===== src/rtl/clk_div_pkg.sv =====
// Shared defaults and config-FSM encoding for the clock divider scheduler.
package clk_div_pkg;

    localparam int NUM_CH_DEF       = 4;
    localparam int CNT_W_DEF        = 8;
    localparam int DEFAULT_HALF_DEF = 0;

    typedef enum logic {
        IDLE = 1'b0,
        WAIT = 1'b1
    } cfg_state_e;

endpackage


===== src/rtl/clk_div_chan.sv =====
// One divided-clock channel: half-period counter, output toggle and rising-edge tick.
// A new half/enable is only taken at a point where a fresh high phase starts,
// so a running half-period is never cut short or stretched.
module clk_div_chan #(
    parameter int CNT_W        = 8,
    parameter int DEFAULT_HALF = 0
) (
    input  logic             clk,
    input  logic             reset,
    input  logic             sync_i,
    input  logic             apply_i,
    input  logic [CNT_W-1:0] apply_half_i,
    input  logic             apply_en_i,
    output logic             en_o,
    output logic             rise_o,
    output logic             clk_out_o,
    output logic             tick_o
);

    logic [CNT_W-1:0] cnt_q, cnt_d;
    logic [CNT_W-1:0] half_q, half_d;
    logic             en_q, en_d;
    logic             clk_q, clk_d;
    logic             tick_q, tick_d;
    logic             at_top;

    assign at_top    = (cnt_q == half_q);
    // The output goes 0->1 on the coming edge if counting normally.
    assign rise_o    = en_q && !clk_q && at_top;
    assign en_o      = en_q;
    assign clk_out_o = clk_q;
    assign tick_o    = tick_q;

    // Next-state: forced sync, then config apply, then normal counting.
    always_comb begin
        cnt_d  = cnt_q;
        half_d = half_q;
        en_d   = en_q;
        clk_d  = clk_q;
        tick_d = 1'b0;
        if (sync_i) begin
            cnt_d = '0;
            clk_d = 1'b1;
            if (apply_i) begin
                half_d = apply_half_i;
                en_d   = apply_en_i;
            end
        end else if (apply_i) begin
            // Applied either on a genuine rising edge (tick it) or while disabled.
            half_d = apply_half_i;
            en_d   = apply_en_i;
            cnt_d  = '0;
            clk_d  = 1'b1;
            tick_d = rise_o;
        end else if (!en_q) begin
            cnt_d = '0;
            clk_d = 1'b1;
        end else if (at_top) begin
            cnt_d  = '0;
            clk_d  = !clk_q;
            tick_d = !clk_q;
        end else begin
            cnt_d = cnt_q + CNT_W'(1);
        end
    end

    // Channel state registers with synchronous reset to the divide-by-default state.
    always_ff @(posedge clk) begin
        if (reset) begin
            cnt_q  <= '0;
            half_q <= CNT_W'(DEFAULT_HALF);
            en_q   <= 1'b1;
            clk_q  <= 1'b1;
            tick_q <= 1'b0;
        end else begin
            cnt_q  <= cnt_d;
            half_q <= half_d;
            en_q   <= en_d;
            clk_q  <= clk_d;
            tick_q <= tick_d;
        end
    end

endmodule


===== src/rtl/clk_div_sched.sv =====
// Multi-channel clock divider with a single-slot config scheduler that
// defers each reconfiguration to the target channel's next rising edge.
module clk_div_sched
    import clk_div_pkg::*;
#(
    parameter int NUM_CH       = NUM_CH_DEF,
    parameter int CNT_W        = CNT_W_DEF,
    parameter int DEFAULT_HALF = DEFAULT_HALF_DEF
) (
    input  logic                      clk,
    input  logic                      reset,
    input  logic                      cfg_valid,
    output logic                      cfg_ready,
    input  logic [$clog2(NUM_CH)-1:0] cfg_ch,
    input  logic [CNT_W-1:0]          cfg_half,
    input  logic                      cfg_en,
    input  logic                      sync_req,
    output logic [NUM_CH-1:0]         clk_out,
    output logic [NUM_CH-1:0]         tick
);

    localparam int CH_W = $clog2(NUM_CH);

    cfg_state_e        state_q, state_d;
    logic [CH_W-1:0]   pend_ch_q, pend_ch_d;
    logic [CNT_W-1:0]  pend_half_q, pend_half_d;
    logic              pend_en_q, pend_en_d;
    logic              apply_now;
    logic              ch_ok;
    logic [NUM_CH-1:0] chan_en;
    logic [NUM_CH-1:0] chan_rise;

    // Out-of-range channel numbers are consumed but never scheduled.
    assign ch_ok = (int'(cfg_ch) < NUM_CH);

    // Config FSM: accept into the slot in IDLE, release it in WAIT.
    always_comb begin
        state_d     = state_q;
        pend_ch_d   = pend_ch_q;
        pend_half_d = pend_half_q;
        pend_en_d   = pend_en_q;
        apply_now   = 1'b0;
        cfg_ready   = 1'b0;
        case (state_q)
            IDLE: begin
                cfg_ready = 1'b1;
                if (cfg_valid && ch_ok) begin
                    pend_ch_d   = cfg_ch;
                    pend_half_d = cfg_half;
                    pend_en_d   = cfg_en;
                    state_d     = WAIT;
                end
            end
            WAIT: begin
                // A sync realigns everything anyway, so the slot drains with it.
                if (sync_req || !chan_en[pend_ch_q] || chan_rise[pend_ch_q]) begin
                    apply_now = 1'b1;
                    state_d   = IDLE;
                end
            end
            default: state_d = IDLE;
        endcase
    end

    // FSM state and pending slot; reset drops any pending request.
    always_ff @(posedge clk) begin
        if (reset) begin
            state_q     <= IDLE;
            pend_ch_q   <= '0;
            pend_half_q <= '0;
            pend_en_q   <= 1'b0;
        end else begin
            state_q     <= state_d;
            pend_ch_q   <= pend_ch_d;
            pend_half_q <= pend_half_d;
            pend_en_q   <= pend_en_d;
        end
    end

    for (genvar gi = 0; gi < NUM_CH; gi++) begin : g_chan
        clk_div_chan #(
            .CNT_W        (CNT_W),
            .DEFAULT_HALF (DEFAULT_HALF)
        ) u_chan (
            .clk          (clk),
            .reset        (reset),
            .sync_i       (sync_req),
            .apply_i      (apply_now && (int'(pend_ch_q) == gi)),
            .apply_half_i (pend_half_q),
            .apply_en_i   (pend_en_q),
            .en_o         (chan_en[gi]),
            .rise_o       (chan_rise[gi]),
            .clk_out_o    (clk_out[gi]),
            .tick_o       (tick[gi])
        );
    end

endmodule


===== config.mk =====
export PLATFORM = sky130hd
export DESIGN_NAME = clk_div_sched
export DESIGN_NICKNAME = d
export VERILOG_FILES = /design/src/rtl/clk_div_pkg.sv /design/src/rtl/clk_div_chan.sv /design/src/rtl/clk_div_sched.sv
export SDC_FILE = /design/constraint.sdc
export NUM_CORES = 1
export LEC_CHECK = 0
export ABC_AREA = 0
export BUFFER_PORTS_ARGS = -buffer_cell sky130_fd_sc_hd__buf_2
export CAP_MARGIN = 0
export CORE_ASPECT_RATIO = 1.4
export CORE_MARGIN = 3
export CORE_UTILIZATION = 45
export DETAILED_ROUTE_END_ITERATION = 7
export PLACE_DENSITY_LB_ADDON = 0.1
export REMOVE_ABC_BUFFERS = 1
export SYNTH_ARGS = -nofsm -noshare
export SYNTH_HDL_FRONTEND = slang
export SYNTH_SLANG_ARGS = --single-unit

===== constraint.sdc =====
create_clock -name clk -period 2.5 [get_ports clk]
set_input_delay 0.25 -clock clk [delete_from_list [all_inputs] [get_ports clk]]
set_output_delay 0.25 -clock clk [all_outputs]
set_load 0.01 [all_outputs]

# After elaboration in Yosys (flattened, before gate mapping)
# Cells that the tools add are included.
dict set report word_totals {
  inputBits 15
  ff_bits 88
  wordCells 93
  output_inout_bits 9
}
dict set report classes {
  bitwise 5
  magnitude_cmp 1
  muxes 22
  reduce_logical 30
  n_addsub 4
  eq_ne 7
}
# cell count
set op_table {}
lappend op_table {{8-bit by 1-bit adder with 8-bit output (second input constant)} 4}
lappend op_table {{8-bit equality test} 4}
lappend op_table {{5-bit OR reduction} 4}
lappend op_table {{1-bit 2-to-1 mux} 19}
lappend op_table {{4-bit OR reduction} 4}
lappend op_table {{1-bit logical AND} 12}
lappend op_table {{1-bit zero test} 5}
lappend op_table {{1-bit inverter} 5}
lappend op_table {{1-bit binary-select mux with 2-bit select} 2}
lappend op_table {{2-bit equality test (second input constant)} 2}
lappend op_table {{2-bit by 3-bit less-than comparator with 1-bit output (second input constant)} 1}
lappend op_table {{2-bit by 1-bit equality test with 1-bit output (second input constant)} 1}
lappend op_table {{2-bit zero test} 1}
lappend op_table {{1-bit logical OR} 2}
lappend op_table {{1-bit case mux with 2 select lines} 1}
lappend op_table {{2-bit AND reduction} 1}
lappend op_table {{2-bit OR reduction} 1}

# Longest topological paths before layout
# Gate-level depths: netlist of run 1.
dict set report logic_depth {
  depth_word 10
  ltp_mapped 7
  mapped_depth_nobuf 6
}

# Modules after synthesis
# From an unflattened synthesis of run 1, not the netlist that was laid out.
dict set report unflattened {
  cells_unflattened 391
  area_unflattened_um2 3736.1
}
# module area_per_inst_um2 n_inst cells_each
set modules_own_cells {}
lappend modules_own_cells {clk_div_chan 802.0 4 81}
lappend modules_own_cells {clk_div_sched 528.0 1 67}

# Worst setup path before layout of run 1
# OpenSTA, ideal clock, no wires.
dict set report synth_path {
  path_kind {register to register}
  start {register pend_ch_q[1]}
  end {register g_chan[1].u_chan.en_q}
  slack_ns 0.789
  arrival_time_ns 1.639
  stages_incl_launch_ff 7
  synth_period_minus_slack_ns 1.711
  path_buffers 1
  required_ns 2.428
  cell_sequence {dfxtp_1 or3b_1 a41oi_1 nand4_1 o2111ai_1 buf_6 mux2i_1}
}
dict set report synth_between {
  elab_chain_cells 8
  word_cells_on_any_way 11
}
# element line
set synth_rtl {}
lappend synth_rtl {{start, declared} clk_div_sched.sv:25} ;# logic [CH_W-1:0] pend_ch_q, pend_ch_d;
lappend synth_rtl {{start signal, assigned} clk_div_sched.sv:74} ;# pend_ch_q <= pend_ch_d;
lappend synth_rtl {{1-bit binary-select mux with 2-bit select} clk_div_sched.sv:56} ;# if (sync_req || !chan_en[pend_ch_q] || chan_rise[pend_ch_q]) begin
lappend synth_rtl {{1-bit 2-to-1 mux (not written as such)} clk_div_sched.sv:56}
lappend synth_rtl {{1-bit zero test} clk_div_sched.sv:56}
lappend synth_rtl {{1-bit logical OR (2 in series)} clk_div_sched.sv:56}
lappend synth_rtl {{1-bit 2-to-1 mux} clk_div_sched.sv:56}
lappend synth_rtl {{1-bit 2-to-1 mux} clk_div_sched.sv:44} ;# case (state_q)
lappend synth_rtl {{1-bit logical AND *} clk_div_sched.sv:88} ;# .apply_i (apply_now && (int'(pend_ch_q) == gi)),
lappend synth_rtl {{end signal, assigned} clk_div_chan.sv:78} ;# en_q <= en_d;
lappend synth_rtl {{end, declared} clk_div_chan.sv:22} ;# logic en_q, en_d;
# Every way passes the cells marked *; elsewhere a longest branch is shown, timed or not. The select of a mux whose other input is x is not followed.
# A chain may end at the register's enable or synchronous reset.

# Final worst setup path of run 1
dict set report layout_path {
  start {register g_chan[2].u_chan.cnt_q[2]}
  end {register g_chan[2].u_chan.half_q[0]}
}
dict set report layout_between {
  elab_chain_cells 8
}
# element line
set layout_rtl {}
lappend layout_rtl {{start, declared} clk_div_chan.sv:20} ;# logic [CNT_W-1:0] cnt_q, cnt_d;
lappend layout_rtl {{start signal, assigned} clk_div_chan.sv:76} ;# cnt_q <= cnt_d;
lappend layout_rtl {{8-bit equality test} clk_div_chan.sv:27} ;# assign at_top = (cnt_q == half_q);
lappend layout_rtl {{1-bit logical AND} clk_div_chan.sv:29} ;# assign rise_o = en_q && !clk_q && at_top;
lappend layout_rtl {{1-bit binary-select mux with 2-bit select} clk_div_sched.sv:56}
lappend layout_rtl {{1-bit 2-to-1 mux (not written as such)} clk_div_sched.sv:56}
lappend layout_rtl {{1-bit logical OR} clk_div_sched.sv:56}
lappend layout_rtl {{1-bit 2-to-1 mux} clk_div_sched.sv:56}
lappend layout_rtl {{1-bit 2-to-1 mux} clk_div_sched.sv:44}
lappend layout_rtl {{1-bit logical AND} clk_div_sched.sv:88}
lappend layout_rtl {{end signal, assigned} clk_div_chan.sv:71} ;# half_q <= CNT_W'(DEFAULT_HALF);
lappend layout_rtl {{end signal, assigned} clk_div_chan.sv:77} ;# half_q <= half_d;
lappend layout_rtl {{end, declared} clk_div_chan.sv:21} ;# logic [CNT_W-1:0] half_q, half_d;
# Every way passes these cells. The select of a mux whose other input is x is not followed.

==> metrics, run 1 <==
Resized cells post-CTS=0; outcome=finished, final reports clean; Seq/Total Area, Yosys=45.54%; largest family of logic cells by synthesized area=simple AND/OR/NAND/NOR gates; Die Area=slightly below 0.01 mm²; R2R setup slack=between 0.3 and 0.4 ns; All-Layer GR Usage=around 17%; CP Capture Point=g_chan[2].u_chan.half_q[0]$_SDFFE_PP0P_; vias per cell=roughly 4.8; initial antenna violation count=0; CTS clk-pin slew, worst paths=approximately 0.060 ns; Root Buffer=clkbuf_16; synth warn=0; Final Wtd Congestion=roughly 0.79; unrepaired setup endpoints after global routing=false; Comb pwr share=~5.4%; CP arrival=about 2.4 ns; Slew Limit Fails=0; FF-to-FF End=g_chan[2].u_chan.half_q[0]$_SDFFE_PP0P_; multiplexer share of the synthesized area=under 10%; Worst Skew=0.004942 ns; via count=around 2,600; final non-filler cell total=between 500 and 600; smallest hold slack=~0.15 ns; Max-cap violations=0; post-synthesis cell area=roughly 0.0039 mm²; first-pass GRT wire length=between 10,000 and 15,000 µm; relative slew slack=around 52%; # hold bufs at CTS=0; R2R cell count=6; Critical path origin=g_chan[2].u_chan.cnt_q[2]$_SDFF_PP0_; Synth Area in Simple Gates=between 20% and 30%; Final setup viols=0; met2 usage=29.03%; drt wl/cell=between 10 and 15 µm; DRT iter0 DRCs=roughly 120; Sw Share=between 20 and 25%; grt met1 use=19.87%; routed wire length=7515 µm; Mean Syn Cell Area=approximately 9.5 µm²; leakage=0.001954 µW; clk sinks=a little under 90; #FFs+latches synth=88; number of global-route vias before repair=roughly 2,600; Hold Path Class=in -> reg; maximum fanout along the worst path=9; DRC Markers=0; TritonCTS buffer count=9; Layout area overhead=10.90%; kind of critical path=reg -> reg; post-synthesis compound-gate area fraction=around 2.8%; Sum Neg Setup Slack=0 ns; post-synth cell types=32; Starting Density=between 40 and 50%; hpwl dp=5286 µm; min cycle time layout=~2.1 ns; Synth Area in XOR/XNOR=13.58%; Adder-Cell Fraction of Synth Area=between 1 and 1.5%; Routed Antenna Nets=0; Clock Latency Late Sink=about 0.34 ns; startpoint class of the critical path=register; core area=approximately 0.0082 mm²; num rows=39; Port Buffers=23; worst r2r src=g_chan[2].u_chan.cnt_q[2]$_SDFF_PP0_; met3 Use GR=a little under 4%; VDD IR-drop max=450.6 µV; PwrDens=between 600 and 700 mW/mm²; I/O pins=24; DIE HEIGHT=115.7 µm; Clock Path Buffers=2; Internal=roughly 2200 µW; Fill cells=755; Fmax achieved=about 0.47 GHz; Clock power frac=44.3%; ratio of final minimum period to clock period=85.33%; Final Hold Viols=0; gr busiest metal=met2; Post-CTS Setup Bufs=0; Remaining Overflow, GRT=0; largest net degree at the start of global routing=a little under 60; CTS tree=done; placed cell area=roughly 0.004 mm²; router iterations before antenna repair=4; required time worst endpoint=approximately 2.8 ns; share of cells above drive strength 1=between 10 and 15%; # diodes=0; Slew @ Worst Pin=a little over 0.7 ns; placed insts=between 500 and 600; Nets=between 400 and 500; cell area after layout=0.004290 mm²; Syn Inst Count=approximately 410; H-tree depth=3; CP Capture Type=register; sequential power share=50.3%; Die W=84.37 µm; P_sw=about 640 µW
-- cells in the mapped netlist --
cell type,n,area (µm²)
buf_2,1,5.000
nor2_1,51,191.4
xnor2_1,9,78.83
o211a_1,1,10.01
inv_1,6,22.52
o31a_2,1,10.01
nor2b_1,1,6.260
nand2_1,32,120.1
nand3_1,27,135.1
xor2_1,51,446.7
nor3_1,4,20.02
a41oi_1,1,8.760
nand2b_1,16,100.1
clkbuf_1,7,26.28
or2_2,1,6.260
nand3b_1,1,7.510
and3_1,5,31.28
ha_1,4,50.05
o211ai_1,1,7.510
nor4_1,5,31.28
a21oi_1,11,55.05
nand4_1,4,25.02
or3b_1,1,8.760
and2b_2,1,8.760
dfxtp_1,88,1762
or2b_1,24,180.2
mux2i_1,36,360.4
nor3_4,1,16.27
buf_4,9,67.56
buf_6,4,45.04
o2111ai_1,2,17.52
and3_2,1,7.510
-- final cells by class --
cell class	count	area (µm²)	share of cell area [%]
Multi-Input combinational cell	292	1941	45.23
Sequential cell	88	1762	41.06
Clock buffer	13	270.3	6.299
Timing Repair Buffer	28	152.6	3.558
Tap cell	102	127.6	2.975
Inverter	6	22.52	0.5249
Clock inverter	3	15.01	0.3500
-- worst min-delay path by stage --
stage / from / endpoint / slack (ns) / cells after the start
after CTS: cfg_half[0] / pend_half_q[0]$_SDFFE_PP0P_ / 0.14 / 3
after floorplan: reset / pend_ch_q[0]$_SDFFE_PP0P_ / 0.32 / 1
after global placement: g_chan[2].u_chan.en_o$_SDFFE_PP1P_ / g_chan[2].u_chan.clk_out_o$_SDFFE_PP1P_ / 0.43 / 1
final: cfg_half[0] / pend_half_q[0]$_SDFFE_PP0P_ / 0.15 / 3
after detailed placement: g_chan[2].u_chan.en_o$_SDFFE_PP1P_ / g_chan[2].u_chan.clk_out_o$_SDFFE_PP1P_ / 0.44 / 1
after global routing: cfg_half[2] / pend_half_q[2]$_SDFFE_PP0P_ / 0.15 / 3
-- power groups by stage --
stage	clock network, µW	logic, µW	registers (µW)
global placement	0	158	1480
finish	1280	157	1450
CTS	1310	161	1450
floorplan	0	93.3	1480
global route	1360	176	1460
detailed placement	0	160	1480
-- critical path: stages (launching register included) --
cell	delay, ns
dfxtp_1	0.35
xor2_1	0.15
nor4_1	0.33
nand2_1	0.21
nor3_4	0.29
o211a_1	0.49
mux2i_1	0.24
-- state kept, by name, summed over array words and instances (netlist names) --
signal                   count
g_chan.u_chan.cnt_q         32
pend_half_q                  8
g_chan.u_chan.half_q        32
pend_en_q                    1
state_q                      1
g_chan.u_chan.en_o           4
g_chan.u_chan.tick_o         4
g_chan.u_chan.clk_out_o      4
pend_ch_q                    2
-- cell families after synthesis --
kind of cell	Yosys count
and+or+nand+nor	175
DFF	88
xor gates and xnor gates	60
muxes	36
buffers and inverters	27
AOI/OAI and AO/OA	17
adders and majority gates	4
-- layer usage --
| metal | up-vias | wire, µm |
|---|---|---|
| li1 | 1372 | - |
| met1 | 1167 | 3474 |
| met4 | 0 | 172 |
| met3 | 10 | 259 |
| met2 | 28 | 3609 |
| met5 | - | 0 |
-- placed cells by master, fill, tap and decap left out, drive strengths merged, types with 9 or more instances in the layout --
cell / netlist / final
a21oi: 11 / 11
buf: 14 / 28
clkbuf: 7 / 13
dfxtp: 88 / 88
mux2i: 36 / 36
nand2: 32 / 32
nand2b: 16 / 16
nand3: 27 / 27
nor2: 51 / 51
or2b: 24 / 24
xnor2: 9 / 9
xor2: 51 / 51
-- per-stage QoR --
step / worst slack [ns] / utilization, % / total power (µW)
6_report: 0.3668 / 52.03 / 2887
2_1_floorplan: 0.3344 / - / 1575
5_1_grt: 0.1641 / 52.03 / 2995
3_5_place_dp: 0.3518 / 48.57 / 1643
3_3_place_gp: 0.3780 / 48.57 / 1641
4_1_cts: 0.3277 / 52.03 / 2924
Note: power is estimated with default switching activity, not from simulation.
==> run 2: changes to the inputs <==
- PLACE_DENSITY: default -> 0.69
- PLACE_DENSITY_LB_ADDON: 0.1 -> default
==> run 2 against run 1 <==
Maximum frequency rose by 2.1%. Combinational power barely moved. Register-to-register slack improved by 0.04 ns. Die area did not move. Sequential share of layout area fell by 0.46 points. Clock power rose by 16%. Critical path type unchanged. Critical endpoint is now g_chan[2].u_chan.half_q[6]$_SDFFE_PP0P_.
==> metrics, run 2 (synthesis results as in run 1) <==
outcome=finished, final reports clean; CTS clk-pin slew, worst paths=around 0.06 ns; Port Buffers=23; Resized cells post-CTS=0; Final setup viols=0; CTS tree=done; ratio of final minimum period to clock period=between 80% and 90%; TritonCTS buffer count=9; vias per cell=5.049; Root Buffer=clkbuf_16; # hold bufs at CTS=0; VDD IR-drop max=around 440 µV; required time worst endpoint=roughly 2.8 ns; clk sinks=88; core area=between 0.008 and 0.009 mm²; first-pass GRT wire length=12,480 µm; via count=roughly 2,700; leakage=just under 0.002 µW; largest net degree at the start of global routing=just under 60; Post-CTS Setup Bufs=0; DIE HEIGHT=~120 µm; most common cell after layout, fill and taps aside=dfxtp_1; drt wl/cell=13.97 µm; Final Hold Viols=0; Die W=between 80 and 90 µm; Nets=approximately 440; I/O pins=24; CP Capture Type=register; CP arrival=about 2.4 ns; Layout area overhead=12.16%; Sum Neg Setup Slack=0 ns; kind of critical path=reg -> reg; router iterations before antenna repair=4; Final Wtd Congestion=0.8150; PwrDens=711.1 mW/mm²; relative slew slack=50.99%; Fill cells=768; Routed Antenna Nets=0; DRT iter0 DRCs=120; Remaining Overflow, GRT=0; startpoint class of the critical path=register; All-Layer GR Usage=between 10% and 20%; routed wire length=7432 µm; commonest non-fill, non-tap cells in the layout=88 x dfxtp_1, 51 x xor2_1, 51 x nor2_1; Starting Density=46.91%; num rows=39; Pwr Total=about 3100 µW; Die Area=0.009762 mm²; Largest regs=g_chan.u_chan.cnt_q x32, g_chan.u_chan.half_q x32, pend_half_q x8; Hold Path Class=in -> reg; H-tree depth=3; share of cells above drive strength 1=between 10% and 20%; Fmax achieved=0.4784 GHz; unrepaired setup endpoints after global routing=false; Clock Path Buffers=2; Slew Limit Fails=0; Clock Latency Late Sink=~0.33 ns; smallest hold slack=between 0.15 and 0.2 ns; Max-cap violations=0; Worst Skew=about 0.0065 ns; number of global-route vias before repair=~2,600; # diodes=0; DRC Markers=0; min cycle time layout=2.090 ns; initial antenna violation count=0; maximum fanout along the worst path=9; Slew @ Worst Pin=0.7337 ns; hpwl dp=5212 µm
## run 2: per-stage QoR
step	std cells	cell area, µm²	utilization, %	setup slack, ns
after floorplan	386	3725	-	0.3344
after global placement	516	4005	48.57	0.4603
after detailed placement	516	4005	48.57	0.3996
after CTS	532	4339	52.62	0.3771
after global routing	532	4339	52.62	0.2030
final	532	4339	52.62	0.4099
## run 2: power by group
group | leakage, µW | switching [µW] | internal (µW) | total [µW]
sequential | 0.000712 | 24.0 | 1430 | 1450
combinational | 0.00110 | 91.4 | 64.3 | 156
clock | 0.000163 | 519 | 958 | 1480
total | 0.00197 | 634 | 2450 | 3090
## run 2: worst max-delay path: stages, from the launching register on
cell	delay, ns
dfxtp_1	0.42
xor2_1	0.10
nor4_1	0.37
nand4_1	0.19
nand4_1	0.24
o211a_1	0.46
mux2i_1	0.24
## run 2: final timing paths
check / start / end / slack (ns) / depth (start not counted)
worst max register to register: g_chan[1].u_chan.cnt_q[0]$_SDFF_PP0_ / g_chan[2].u_chan.half_q[6]$_SDFFE_PP0P_ / 0.41 / 6
worst min-delay path: cfg_half[0] / pend_half_q[0]$_SDFFE_PP0P_ / 0.15 / 3
worst max-delay path: g_chan[1].u_chan.cnt_q[0]$_SDFF_PP0_ / g_chan[2].u_chan.half_q[6]$_SDFFE_PP0P_ / 0.41 / 6
worst min register to register: g_chan[2].u_chan.en_o$_SDFFE_PP1P_ / g_chan[2].u_chan.clk_out_o$_SDFFE_PP1P_ / 0.44 / 1
## run 2: per-layer routing
layer / routed length, µm / GRT usage (%)
met4: 140 / 6.336
met5: 0 / 0
met1: 3463 / 19.92
met3: 190 / 3.841
met2: 3638 / 28.03
## run 2: area by class of cell
type	instances	area [µm²]	share of cell area, %
inverters	6	22.52	0.5190
repair buffers	28	152.6	3.518
well taps	102	127.6	2.941
multi-input cells	292	1941	44.72
clock buffers	14	274.0	6.315
flip-flops and latches	88	1762	40.60
clock inverters	2	60.06	1.384
